===== src/rtl/hazard_sequencer_if.sv =====
// Pipeline-control bundle between the 5-stage datapath (master) and the hazard sequencer (slave).
// Carries hazard-detection inputs, stage enables/flushes, forwarding selects and perf counters.
interface hazard_sequencer_if #(
  parameter int CNT_W = 32
);
  logic [4:0]       D_R_1_num;
  logic [4:0]       D_R_2_num;
  logic [4:0]       E_R_1_num;
  logic [4:0]       E_R_2_num;
  logic [4:0]       E_DR_num;
  logic             E_MemRead;
  logic             E_PCSrc;
  logic [4:0]       M_DR_num;
  logic             M_RegWrite;
  logic [4:0]       W_DR_num;
  logic             W_RegWrite;
  logic             dmem_req;
  logic             dmem_ready;

  logic             EN_F;
  logic             EN_D;
  logic             EN_E;
  logic             EN_M;
  logic             EN_W;
  logic             FLUSH_D;
  logic             FLUSH_E;
  logic             FLUSH_W;
  logic [1:0]       ForwardA_E;
  logic [1:0]       ForwardB_E;
  logic             mem_timeout;
  logic [CNT_W-1:0] stall_cycles;
  logic [CNT_W-1:0] flush_count;

  modport master (
    output D_R_1_num, D_R_2_num, E_R_1_num, E_R_2_num, E_DR_num, E_MemRead, E_PCSrc,
           M_DR_num, M_RegWrite, W_DR_num, W_RegWrite, dmem_req, dmem_ready,
    input  EN_F, EN_D, EN_E, EN_M, EN_W, FLUSH_D, FLUSH_E, FLUSH_W,
           ForwardA_E, ForwardB_E, mem_timeout, stall_cycles, flush_count
  );

  modport slave (
    input  D_R_1_num, D_R_2_num, E_R_1_num, E_R_2_num, E_DR_num, E_MemRead, E_PCSrc,
           M_DR_num, M_RegWrite, W_DR_num, W_RegWrite, dmem_req, dmem_ready,
    output EN_F, EN_D, EN_E, EN_M, EN_W, FLUSH_D, FLUSH_E, FLUSH_W,
           ForwardA_E, ForwardB_E, mem_timeout, stall_cycles, flush_count
  );
endinterface


===== src/rtl/hazard_sequencer.sv =====
// Pipeline control for the 5-stage core: load-use stalls, redirect bubbles, dmem wait states.
// Enables/flushes/forwarding are combinational (0 latency); a dmem wait freezes F..M and bubbles W.
module hazard_sequencer #(
  parameter int REDIRECT_BUBBLES = 1,
  parameter int MEM_TIMEOUT      = 255,
  parameter int CNT_W            = 32
) (
  input logic               clk,
  input logic               reset,
  hazard_sequencer_if.slave bus
);

  localparam int                WAIT_W   = $clog2(MEM_TIMEOUT + 1);
  localparam logic [WAIT_W-1:0] WAIT_MAX = WAIT_W'(MEM_TIMEOUT);
  localparam logic [2:0]        BUBBLES  = 3'(REDIRECT_BUBBLES);

  typedef enum logic {
    S_RUN,
    S_REDIRECT
  } state_t;

  state_t            r_state;
  logic [2:0]        r_cnt;
  logic [WAIT_W-1:0] r_wait;
  logic              r_timeout;
  logic [CNT_W-1:0]  r_stall;
  logic [CNT_W-1:0]  r_flush;

  state_t            w_state_nxt;
  logic [2:0]        w_cnt_nxt;
  logic [WAIT_W-1:0] w_wait_nxt;
  logic              w_mem_busy;
  logic              w_load_use;
  logic              w_redirect;
  logic              w_en_f, w_en_d, w_en_e, w_en_m, w_en_w;
  logic              w_flush_d, w_flush_e, w_flush_w;

  // rd of x0 never forwards; the memory stage is younger and wins over writeback.
  function automatic logic [1:0] fwd_sel(
    input logic [4:0] rs,
    input logic       m_we,
    input logic [4:0] m_rd,
    input logic       w_we,
    input logic [4:0] w_rd
  );
    if (m_we && (m_rd != 5'd0) && (m_rd == rs)) return 2'b10;
    if (w_we && (w_rd != 5'd0) && (w_rd == rs)) return 2'b01;
    return 2'b00;
  endfunction

  assign bus.ForwardA_E = fwd_sel(bus.E_R_1_num, bus.M_RegWrite, bus.M_DR_num,
                                  bus.W_RegWrite, bus.W_DR_num);
  assign bus.ForwardB_E = fwd_sel(bus.E_R_2_num, bus.M_RegWrite, bus.M_DR_num,
                                  bus.W_RegWrite, bus.W_DR_num);

  assign w_mem_busy = bus.dmem_req & ~bus.dmem_ready;
  assign w_load_use = bus.E_MemRead && (bus.E_DR_num != 5'd0) &&
                      ((bus.E_DR_num == bus.D_R_1_num) || (bus.E_DR_num == bus.D_R_2_num));

  always_comb begin
    w_state_nxt = r_state;
    w_cnt_nxt   = r_cnt;
    w_redirect  = 1'b0;
    w_en_f      = 1'b1;
    w_en_d      = 1'b1;
    w_en_e      = 1'b1;
    w_en_m      = 1'b1;
    w_en_w      = 1'b1;
    w_flush_d   = 1'b0;
    w_flush_e   = 1'b0;
    w_flush_w   = 1'b0;

    if (w_mem_busy) begin
      w_en_f    = 1'b0;
      w_en_d    = 1'b0;
      w_en_e    = 1'b0;
      w_en_m    = 1'b0;
      w_flush_w = 1'b1;
    end else if (bus.E_PCSrc) begin
      // A redirect seen while already redirecting simply restarts the bubble count.
      w_flush_d  = 1'b1;
      w_flush_e  = 1'b1;
      w_redirect = 1'b1;
      if (BUBBLES != 3'd0) begin
        w_state_nxt = S_REDIRECT;
        w_cnt_nxt   = BUBBLES;
      end else begin
        w_state_nxt = S_RUN;
      end
    end else if (r_state == S_REDIRECT) begin
      w_flush_d = 1'b1;
      w_cnt_nxt = r_cnt - 3'd1;
      if (r_cnt <= 3'd1) w_state_nxt = S_RUN;
    end else if (w_load_use) begin
      w_en_f    = 1'b0;
      w_en_d    = 1'b0;
      w_flush_e = 1'b1;
    end
  end

  always_comb begin
    w_wait_nxt = '0;
    if (w_mem_busy) w_wait_nxt = (r_wait == WAIT_MAX) ? r_wait : r_wait + WAIT_W'(1);
  end

  always_ff @(posedge clk) begin
    if (reset) begin
      r_state   <= S_RUN;
      r_cnt     <= '0;
      r_wait    <= '0;
      r_timeout <= 1'b0;
      r_stall   <= '0;
      r_flush   <= '0;
    end else begin
      r_state <= w_state_nxt;
      r_cnt   <= w_cnt_nxt;
      r_wait  <= w_wait_nxt;
      if (w_mem_busy && (w_wait_nxt == WAIT_MAX)) r_timeout <= 1'b1;
      if (!w_en_f) r_stall <= r_stall + CNT_W'(1);
      if (w_redirect) r_flush <= r_flush + CNT_W'(1);
    end
  end

  assign bus.EN_F         = w_en_f;
  assign bus.EN_D         = w_en_d;
  assign bus.EN_E         = w_en_e;
  assign bus.EN_M         = w_en_m;
  assign bus.EN_W         = w_en_w;
  assign bus.FLUSH_D      = w_flush_d;
  assign bus.FLUSH_E      = w_flush_e;
  assign bus.FLUSH_W      = w_flush_w;
  assign bus.mem_timeout  = r_timeout;
  assign bus.stall_cycles = r_stall;
  assign bus.flush_count  = r_flush;

endmodule

===== src/flat_wrapper.sv =====
// flat-port wrapper written by rule: the top's interface ports become plain ports
module hazard_sequencer_flat 
#(
  parameter int REDIRECT_BUBBLES = 1,
  parameter int MEM_TIMEOUT      = 255,
  parameter int CNT_W            = 32
)
  (clk, reset, bus_D_R_1_num, bus_D_R_2_num, bus_E_R_1_num, bus_E_R_2_num, bus_E_DR_num, bus_E_MemRead, bus_E_PCSrc, bus_M_DR_num, bus_M_RegWrite, bus_W_DR_num, bus_W_RegWrite, bus_dmem_req, bus_dmem_ready, bus_EN_F, bus_EN_D, bus_EN_E, bus_EN_M, bus_EN_W, bus_FLUSH_D, bus_FLUSH_E, bus_FLUSH_W, bus_ForwardA_E, bus_ForwardB_E, bus_mem_timeout, bus_stall_cycles, bus_flush_count);
  hazard_sequencer_if #(.CNT_W(CNT_W)) bus_i ();
  input logic clk;
  input logic reset;
  input wire logic [$bits(bus_i.D_R_1_num)-1:0] bus_D_R_1_num;
  input wire logic [$bits(bus_i.D_R_2_num)-1:0] bus_D_R_2_num;
  input wire logic [$bits(bus_i.E_R_1_num)-1:0] bus_E_R_1_num;
  input wire logic [$bits(bus_i.E_R_2_num)-1:0] bus_E_R_2_num;
  input wire logic [$bits(bus_i.E_DR_num)-1:0] bus_E_DR_num;
  input wire logic [$bits(bus_i.E_MemRead)-1:0] bus_E_MemRead;
  input wire logic [$bits(bus_i.E_PCSrc)-1:0] bus_E_PCSrc;
  input wire logic [$bits(bus_i.M_DR_num)-1:0] bus_M_DR_num;
  input wire logic [$bits(bus_i.M_RegWrite)-1:0] bus_M_RegWrite;
  input wire logic [$bits(bus_i.W_DR_num)-1:0] bus_W_DR_num;
  input wire logic [$bits(bus_i.W_RegWrite)-1:0] bus_W_RegWrite;
  input wire logic [$bits(bus_i.dmem_req)-1:0] bus_dmem_req;
  input wire logic [$bits(bus_i.dmem_ready)-1:0] bus_dmem_ready;
  output wire logic [$bits(bus_i.EN_F)-1:0] bus_EN_F;
  output wire logic [$bits(bus_i.EN_D)-1:0] bus_EN_D;
  output wire logic [$bits(bus_i.EN_E)-1:0] bus_EN_E;
  output wire logic [$bits(bus_i.EN_M)-1:0] bus_EN_M;
  output wire logic [$bits(bus_i.EN_W)-1:0] bus_EN_W;
  output wire logic [$bits(bus_i.FLUSH_D)-1:0] bus_FLUSH_D;
  output wire logic [$bits(bus_i.FLUSH_E)-1:0] bus_FLUSH_E;
  output wire logic [$bits(bus_i.FLUSH_W)-1:0] bus_FLUSH_W;
  output wire logic [$bits(bus_i.ForwardA_E)-1:0] bus_ForwardA_E;
  output wire logic [$bits(bus_i.ForwardB_E)-1:0] bus_ForwardB_E;
  output wire logic [$bits(bus_i.mem_timeout)-1:0] bus_mem_timeout;
  output wire logic [$bits(bus_i.stall_cycles)-1:0] bus_stall_cycles;
  output wire logic [$bits(bus_i.flush_count)-1:0] bus_flush_count;
  assign bus_i.D_R_1_num = bus_D_R_1_num;
  assign bus_i.D_R_2_num = bus_D_R_2_num;
  assign bus_i.E_R_1_num = bus_E_R_1_num;
  assign bus_i.E_R_2_num = bus_E_R_2_num;
  assign bus_i.E_DR_num = bus_E_DR_num;
  assign bus_i.E_MemRead = bus_E_MemRead;
  assign bus_i.E_PCSrc = bus_E_PCSrc;
  assign bus_i.M_DR_num = bus_M_DR_num;
  assign bus_i.M_RegWrite = bus_M_RegWrite;
  assign bus_i.W_DR_num = bus_W_DR_num;
  assign bus_i.W_RegWrite = bus_W_RegWrite;
  assign bus_i.dmem_req = bus_dmem_req;
  assign bus_i.dmem_ready = bus_dmem_ready;
  assign bus_EN_F = bus_i.EN_F;
  assign bus_EN_D = bus_i.EN_D;
  assign bus_EN_E = bus_i.EN_E;
  assign bus_EN_M = bus_i.EN_M;
  assign bus_EN_W = bus_i.EN_W;
  assign bus_FLUSH_D = bus_i.FLUSH_D;
  assign bus_FLUSH_E = bus_i.FLUSH_E;
  assign bus_FLUSH_W = bus_i.FLUSH_W;
  assign bus_ForwardA_E = bus_i.ForwardA_E;
  assign bus_ForwardB_E = bus_i.ForwardB_E;
  assign bus_mem_timeout = bus_i.mem_timeout;
  assign bus_stall_cycles = bus_i.stall_cycles;
  assign bus_flush_count = bus_i.flush_count;
  hazard_sequencer #(.REDIRECT_BUBBLES(REDIRECT_BUBBLES), .MEM_TIMEOUT(MEM_TIMEOUT), .CNT_W(CNT_W)) u_core (.clk(clk), .reset(reset), .bus(bus_i));
endmodule

===== config.mk =====
export PLATFORM = sky130hd
export DESIGN_NAME = hazard_sequencer_flat
export DESIGN_NICKNAME = d
export VERILOG_FILES = /design/src/rtl/hazard_sequencer_if.sv /design/src/rtl/hazard_sequencer.sv /design/src/flat_wrapper.sv
export SDC_FILE = /design/constraint.sdc
export NUM_CORES = 1
export LEC_CHECK = 0
export BUFFER_PORTS_ARGS = -buffer_cell sky130_fd_sc_hd__buf_2
export CAP_MARGIN = 20
export CORE_UTILIZATION = 49
export CTS_BUF_LIST = sky130_fd_sc_hd__clkbuf_8
export CTS_CLUSTER_SIZE = 30
export DETAILED_ROUTE_END_ITERATION = 10
export GPL_TIMING_DRIVEN = 0
export PLACE_DENSITY = 0.88
export SLEW_MARGIN = 0
export SYNTH_ARGS = -nofsm -noshare
export SYNTH_HDL_FRONTEND = slang
export SYNTH_SLANG_ARGS = --single-unit

===== constraint.sdc =====
create_clock -name clk -period 2.2 [get_ports clk]
set_input_delay 0.44 -clock clk [delete_from_list [all_inputs] [get_ports clk]]
set_output_delay 0.44 -clock clk [all_outputs]
set_load 0.05 [all_outputs]

**Word level (Yosys, flattened, before mapping)**

Cells that the tools add are included.
W data, S select, Z words.

- Add/subtract/negate cells: 4
- Order comparisons: 1
- Equality and inequality tests: 8
- Mux-type cells: 36
- Bitwise operators: 3
- Reductions and logical operators: 15

Operator list:

| kind | number |
|---|---|
| $add A32 B1 Y32 const B | 2 |
| $eq A5 B5 Y1 | 6 |
| $mux W1 | 24 |
| $eq A8 B8 Y1 const B | 2 |
| $mux W2 | 8 |
| $mux W8 | 2 |
| $reduce_bool A5 Y1 | 3 |
| $logic_and A1 B1 Y1 | 9 |
| $add A8 B1 Y8 const B | 1 |
| $mux W3 | 2 |
| $le A3 B1 Y1 const B | 1 |
| $sub A3 B1 Y3 const B | 1 |
| $not A1 Y1 | 2 |
| $reduce_and A2 Y1 | 1 |
| $reduce_bool A2 Y1 | 1 |
| $and A1 B1 Y1 | 1 |
| $logic_or A1 B1 Y1 | 1 |

- Flip-flop bits (word level): 77
- Bits of input ports: 43
- Output and inout port bits: 77
- Word-level logic and storage cells: 73

**Logic depth before layout (Yosys ltp)**

- Word-level depth: 7
- Mapped depth: 8
- Depth with buffers taken out: 7

**Worst setup path after synthesis**

No wires, ideal clock.

- Path kind: input-to-output
- Start: input port bus_M_DR_num[1]
- End: output port bus_ForwardA_E[0]
- Data arrival time: 3017 ps
- Required time: 1760 ps
- Setup slack: -1257 ps
- Stages on the path: 4
- Buffers on the path: 0
- Path through: or4_1 -> o21ai_0 -> nor4_1 -> nor4_1

- Longest elaborated chain between the ends: 5
- Elaborated cells on any way between the ends: 6
- Those cells by class: eq/ne (1); mux (2); reduce/logical (3)

Ends and longest elaborated chain:

| element | RTL line | text |
|---|---|---|
| start: declaration | flat_wrapper.sv:19 | `input wire logic [$bits(bus_i.M_DR_num)-1:0] bus_M_DR_num;` |
| $reduce_bool A5 Y1 | hazard_sequencer.sv:46 | `if (m_we && (m_rd != 5'd0) && (m_rd == rs)) return 2'b10;` |
| $logic_and A1 B1 Y1 | hazard_sequencer.sv:46 |  |
| $logic_and A1 B1 Y1 (*) | hazard_sequencer.sv:46 |  |
| $mux W1 (*) | hazard_sequencer.sv:46 |  |
| $mux W2 (*) | hazard_sequencer.sv:47 | `if (w_we && (w_rd != 5'd0) && (w_rd == rs)) return 2'b01;` |
| end: declaration | flat_wrapper.sv:33 | `output wire logic [$bits(bus_i.ForwardA_E)-1:0] bus_ForwardA_E;` |

Mark *: on every way between the ends. The rest lies on a longest branch, timed or not.

**Worst setup path after layout**

- Start: input port bus_E_DR_num[4]
- End: output port bus_EN_F

- Longest elaborated chain between the ends: 7
- Elaborated cells on any way between the ends: 10
- Those cells by class: eq/ne (2); mux (4); reduce/logical (4)

Ends and longest elaborated chain:

| element | RTL line | text |
|---|---|---|
| start: declaration | flat_wrapper.sv:16 | `input wire logic [$bits(bus_i.E_DR_num)-1:0] bus_E_DR_num;` |
| $eq A5 B5 Y1 / $reduce_bool A5 Y1 (equally long branches) | hazard_sequencer.sv:58, hazard_sequencer.sv:57 |  |
| $logic_or A1 B1 Y1 / $logic_and A1 B1 Y1 (equally long branches) | hazard_sequencer.sv:58, hazard_sequencer.sv:57 |  |
| $logic_and A1 B1 Y1 (*) | hazard_sequencer.sv:57 | `assign w_load_use = bus.E_MemRead && (bus.E_DR_num != 5'd0) &&` |
| $mux W1 (*) | hazard_sequencer.sv:94 | `end else if (w_load_use) begin` |
| $mux W1 (*) | hazard_sequencer.sv:90 | `end else if (r_state == S_REDIRECT) begin` |
| $mux W1 (*) | hazard_sequencer.sv:79 | `end else if (bus.E_PCSrc) begin` |
| $mux W1 (*) | hazard_sequencer.sv:73 | `if (w_mem_busy) begin` |
| end: declaration | flat_wrapper.sv:25 | `output wire logic [$bits(bus_i.EN_F)-1:0] bus_EN_F;` |

Marks and branches as above.

==> results.cfg <==
[critical_path]
endpoint_kind = primary output
path_cells = buf_8, or4_4, o21a_4, a31oi_4, buf_8, buf_12, buf_12
startpoint_type = input pin
path_max_fanout = 5
required_ps = 1760
critPathMaxStageDelay_ps = 530
cp_slowest_cell = or4_4
crit_arrival_ps = 1850
crit_type = input pin to primary output
rrSetupSlack_ps = 150

[yosys]
syn_area_um2 = 4070
avgSynthCellArea_um2 = 8.43
ys_seq_elements = 77
synth_flop_cell = dfxtp_1
synthArstFlopShare_pct = 0
yosysSeqAreaShare_pct = 37.9
syn_nets = 531
ys_warn_count = 0
syn_inst = 483
ys_types = 47
synth_edf_count = 0

[run]
drv_cap = 0

[detailed_routing]
via_per_inst = 5.83
drtIter0Drc = 213
drc = 0
vias = 4218
first_pass_iters = 5
wl_per_cell_um = 15.5
antenna_left = 0
wl_um = 11200

[cts]
clkTransAtPathRegs_ps = 80
ctsRootBufferMaster = clkbuf_8
clock_latency_ps = 360
cts_hold_buf = 0
numCtsBuffers = 9
cts_tree = done
cts_sinks = 77
htree_num_levels = 3
clock_path_buffers = 2

[sta]
final.min_clock_period_ps = 2290
max_clock_freq_mhz = 436
fin_hold_ws_ps = 459
min_period_over_period_pct = 104
relSlewSlack_pct = 64.4
clock_skew_ps = 9.58
hold_viol = 0
final.setup.worst_slack_ps = -93.3
drv_slew = 0
finalSetupViolations = 3
tightest_slew_ps = 534
rsz0062_at_grt = true

[power_and_ir_drop]
total_power_mw = 2.82
power.share.combinational_pct = 13.3
p_per_area_nw_per_um2 = 536
internal-power_mw = 2.06
sw_frac_of_total_pct = 26.8
pwr-share-clk_pct = 36.4
p_leak_nw = 2.08
peakVddDrop_uv = 400
seqPwrFrac_pct = 50.3
power_switching_mw = 0.755

[place]
port_buffers = 117
placed_cell_area_um2 = 4880
dp.cells = 702
place_congestion = 0.932
place_hpwl_um = 7890

[layout]
area_growth_pct = 29.1
final_cells = 724
nets = 666
layout-drive-gt1-share_pct = 27.5
fin_area_um2 = 5250
n_antenna_cell = 0

[global_route]
grt_overflow = 0
antenna_found_initial = 0
track_usage_pct = 26.3
grt_max_degree = 13
grt_pass1_wl_um = 18000
grt_pass1_vias = 3781

[floorplan]
fp.dieH_um = 93.1
die_x_um = 93.1
coreArea_um2 = 7890
initial_core_util_pct = 51.6
die_area_um2 = 8680
rows = 32
ioPinCount = 120

[hold_path]
min_path_type = input pin to flop

[status]
outcome = complete, but fails checks
violations = setup timing
what timing repair did:
action / 4_1_cts / 5_1_grt
resized for setup: 31 / 8
endpoints found under the setup margin: 5 / 8
pin swaps: 8 / 8
buffers inserted: 6 / 2
layout by cell type, fill, tap and decap left out, drive strengths merged, types with 2 or more instances in the layout:
cell type	count
buf	135
or3	18
mux2i	3
o21a	7
nor4	5
and2	4
nand3	27
a21oi	36
inv	13
a31oi	7
or4	16
nand2	29
and4	8
ha	5
dfxtp	77
nor2b	2
o31ai	11
o22ai	2
clkbuf	24
nor3	17
and3	9
xor2	31
nor2	43
clkinvlp	2
o21ai	25
nand4	23
xnor2	30
worst paths after layout:
| check | start | end | depth (start not counted) |
|---|---|---|---|
| max | bus_E_DR_num[4] | bus_EN_F | 7 |
| min reg2reg | u_core.bus.mem_timeout$_SDFFE_PP0P_ | u_core.bus.mem_timeout$_SDFFE_PP0P_ | 1 |
| max reg2reg | u_core.bus.stall_cycles[3]$_SDFFE_PP0N_ | u_core.bus.stall_cycles[28]$_SDFFE_PP0N_ | 7 |
| min | bus_E_PCSrc | u_core.bus.flush_count[1]$_SDFFE_PP0P_ | 3 |
stage by stage:
stage | TNS, ps | utilization (%) | setup WS (ps)
6_report | -190 | 66.6 | -93.3
2_1_floorplan | -320 | - | -122
3_3_place_gp | -3390 | 61.9 | -539
3_5_place_dp | -4490 | 61.9 | -564
5_1_grt | -342 | 66.6 | -123
4_1_cts | -404 | 66.0 | -151
critical path: cells and delay by family:
family	cells	cell delay, ps
AOI/OAI and AO/OA	2	420
and+or+nand+nor	1	530
buffers and inverters	4	460
layout make-up:
type	count	area, um^2
Fill cell	649	2640
Multi-Input combinational cell	369	2460
Sequential cell	77	1540
Timing Repair Buffer	125	738
Buffer	25	161
Tap cell	102	128
Clock buffer	9	124
Clock inverter	6	57.6
Inverter	11	41.3
power by group through the flow:
stage                     sequential [mW]  clock, mW  combinational [mW]
after detailed placement             1.45          0               0.326
final                                1.42       1.03               0.374
after global routing                 1.42       1.10               0.399
after global placement               1.45          0               0.316
after floorplan                      1.47          0               0.198
after CTS                            1.42       1.04               0.360
layer usage:
metal	up-vias	global-route usage [%]	share of wire, %
li1	2019	-	-
met1	1998	31.2	40
met2	170	46.0	51
met3	31	6.59	6.7
met4	0	9.10	2.2
met5	-	0	0
cell families after synthesis:
kind of cell	share of synthesized area, %
buffers and inverters	4.95
XOR/XNOR	13.1
AO/OA/AOI/OAI	13.8
multiplexers	0.738
flip-flops	37.9
other	0.0921
AND/OR/NAND/NOR	27.9
adder cells (fa/ha/maj)	1.54
sequential cells by signal (all words and copies together), names as in the netlist:
name / count
u_core.bus.flush_count: 32
u_core.r_state: 1
u_core.bus.mem_timeout: 1
u_core.r_wait: 8
u_core.r_cnt: 3
u_core.bus.stall_cycles: 32
cells in the mapped netlist, drive strengths merged, types with 7 or more instances:
library cell | instances | share of area [%]
inv | 11 | 1.0
o21ai | 25 | 3.1
or4 | 16 | 3.0
nand2 | 29 | 2.7
nand4 | 23 | 3.5
buf | 11 | 2.6
xnor2 | 30 | 6.5
and4 | 8 | 1.7
xor2 | 31 | 6.7
nor3 | 17 | 2.6
o31ai | 11 | 2.0
nand3 | 27 | 3.3
or3 | 18 | 2.8
clkbuf | 15 | 1.4
a31oi | 7 | 1.4
and3 | 9 | 1.4
nor2 | 43 | 4.0
o21a | 7 | 1.3
a21oi | 36 | 4.4
dfxtp | 77 | 38
Note: power is estimated with default switching activity, not from simulation.
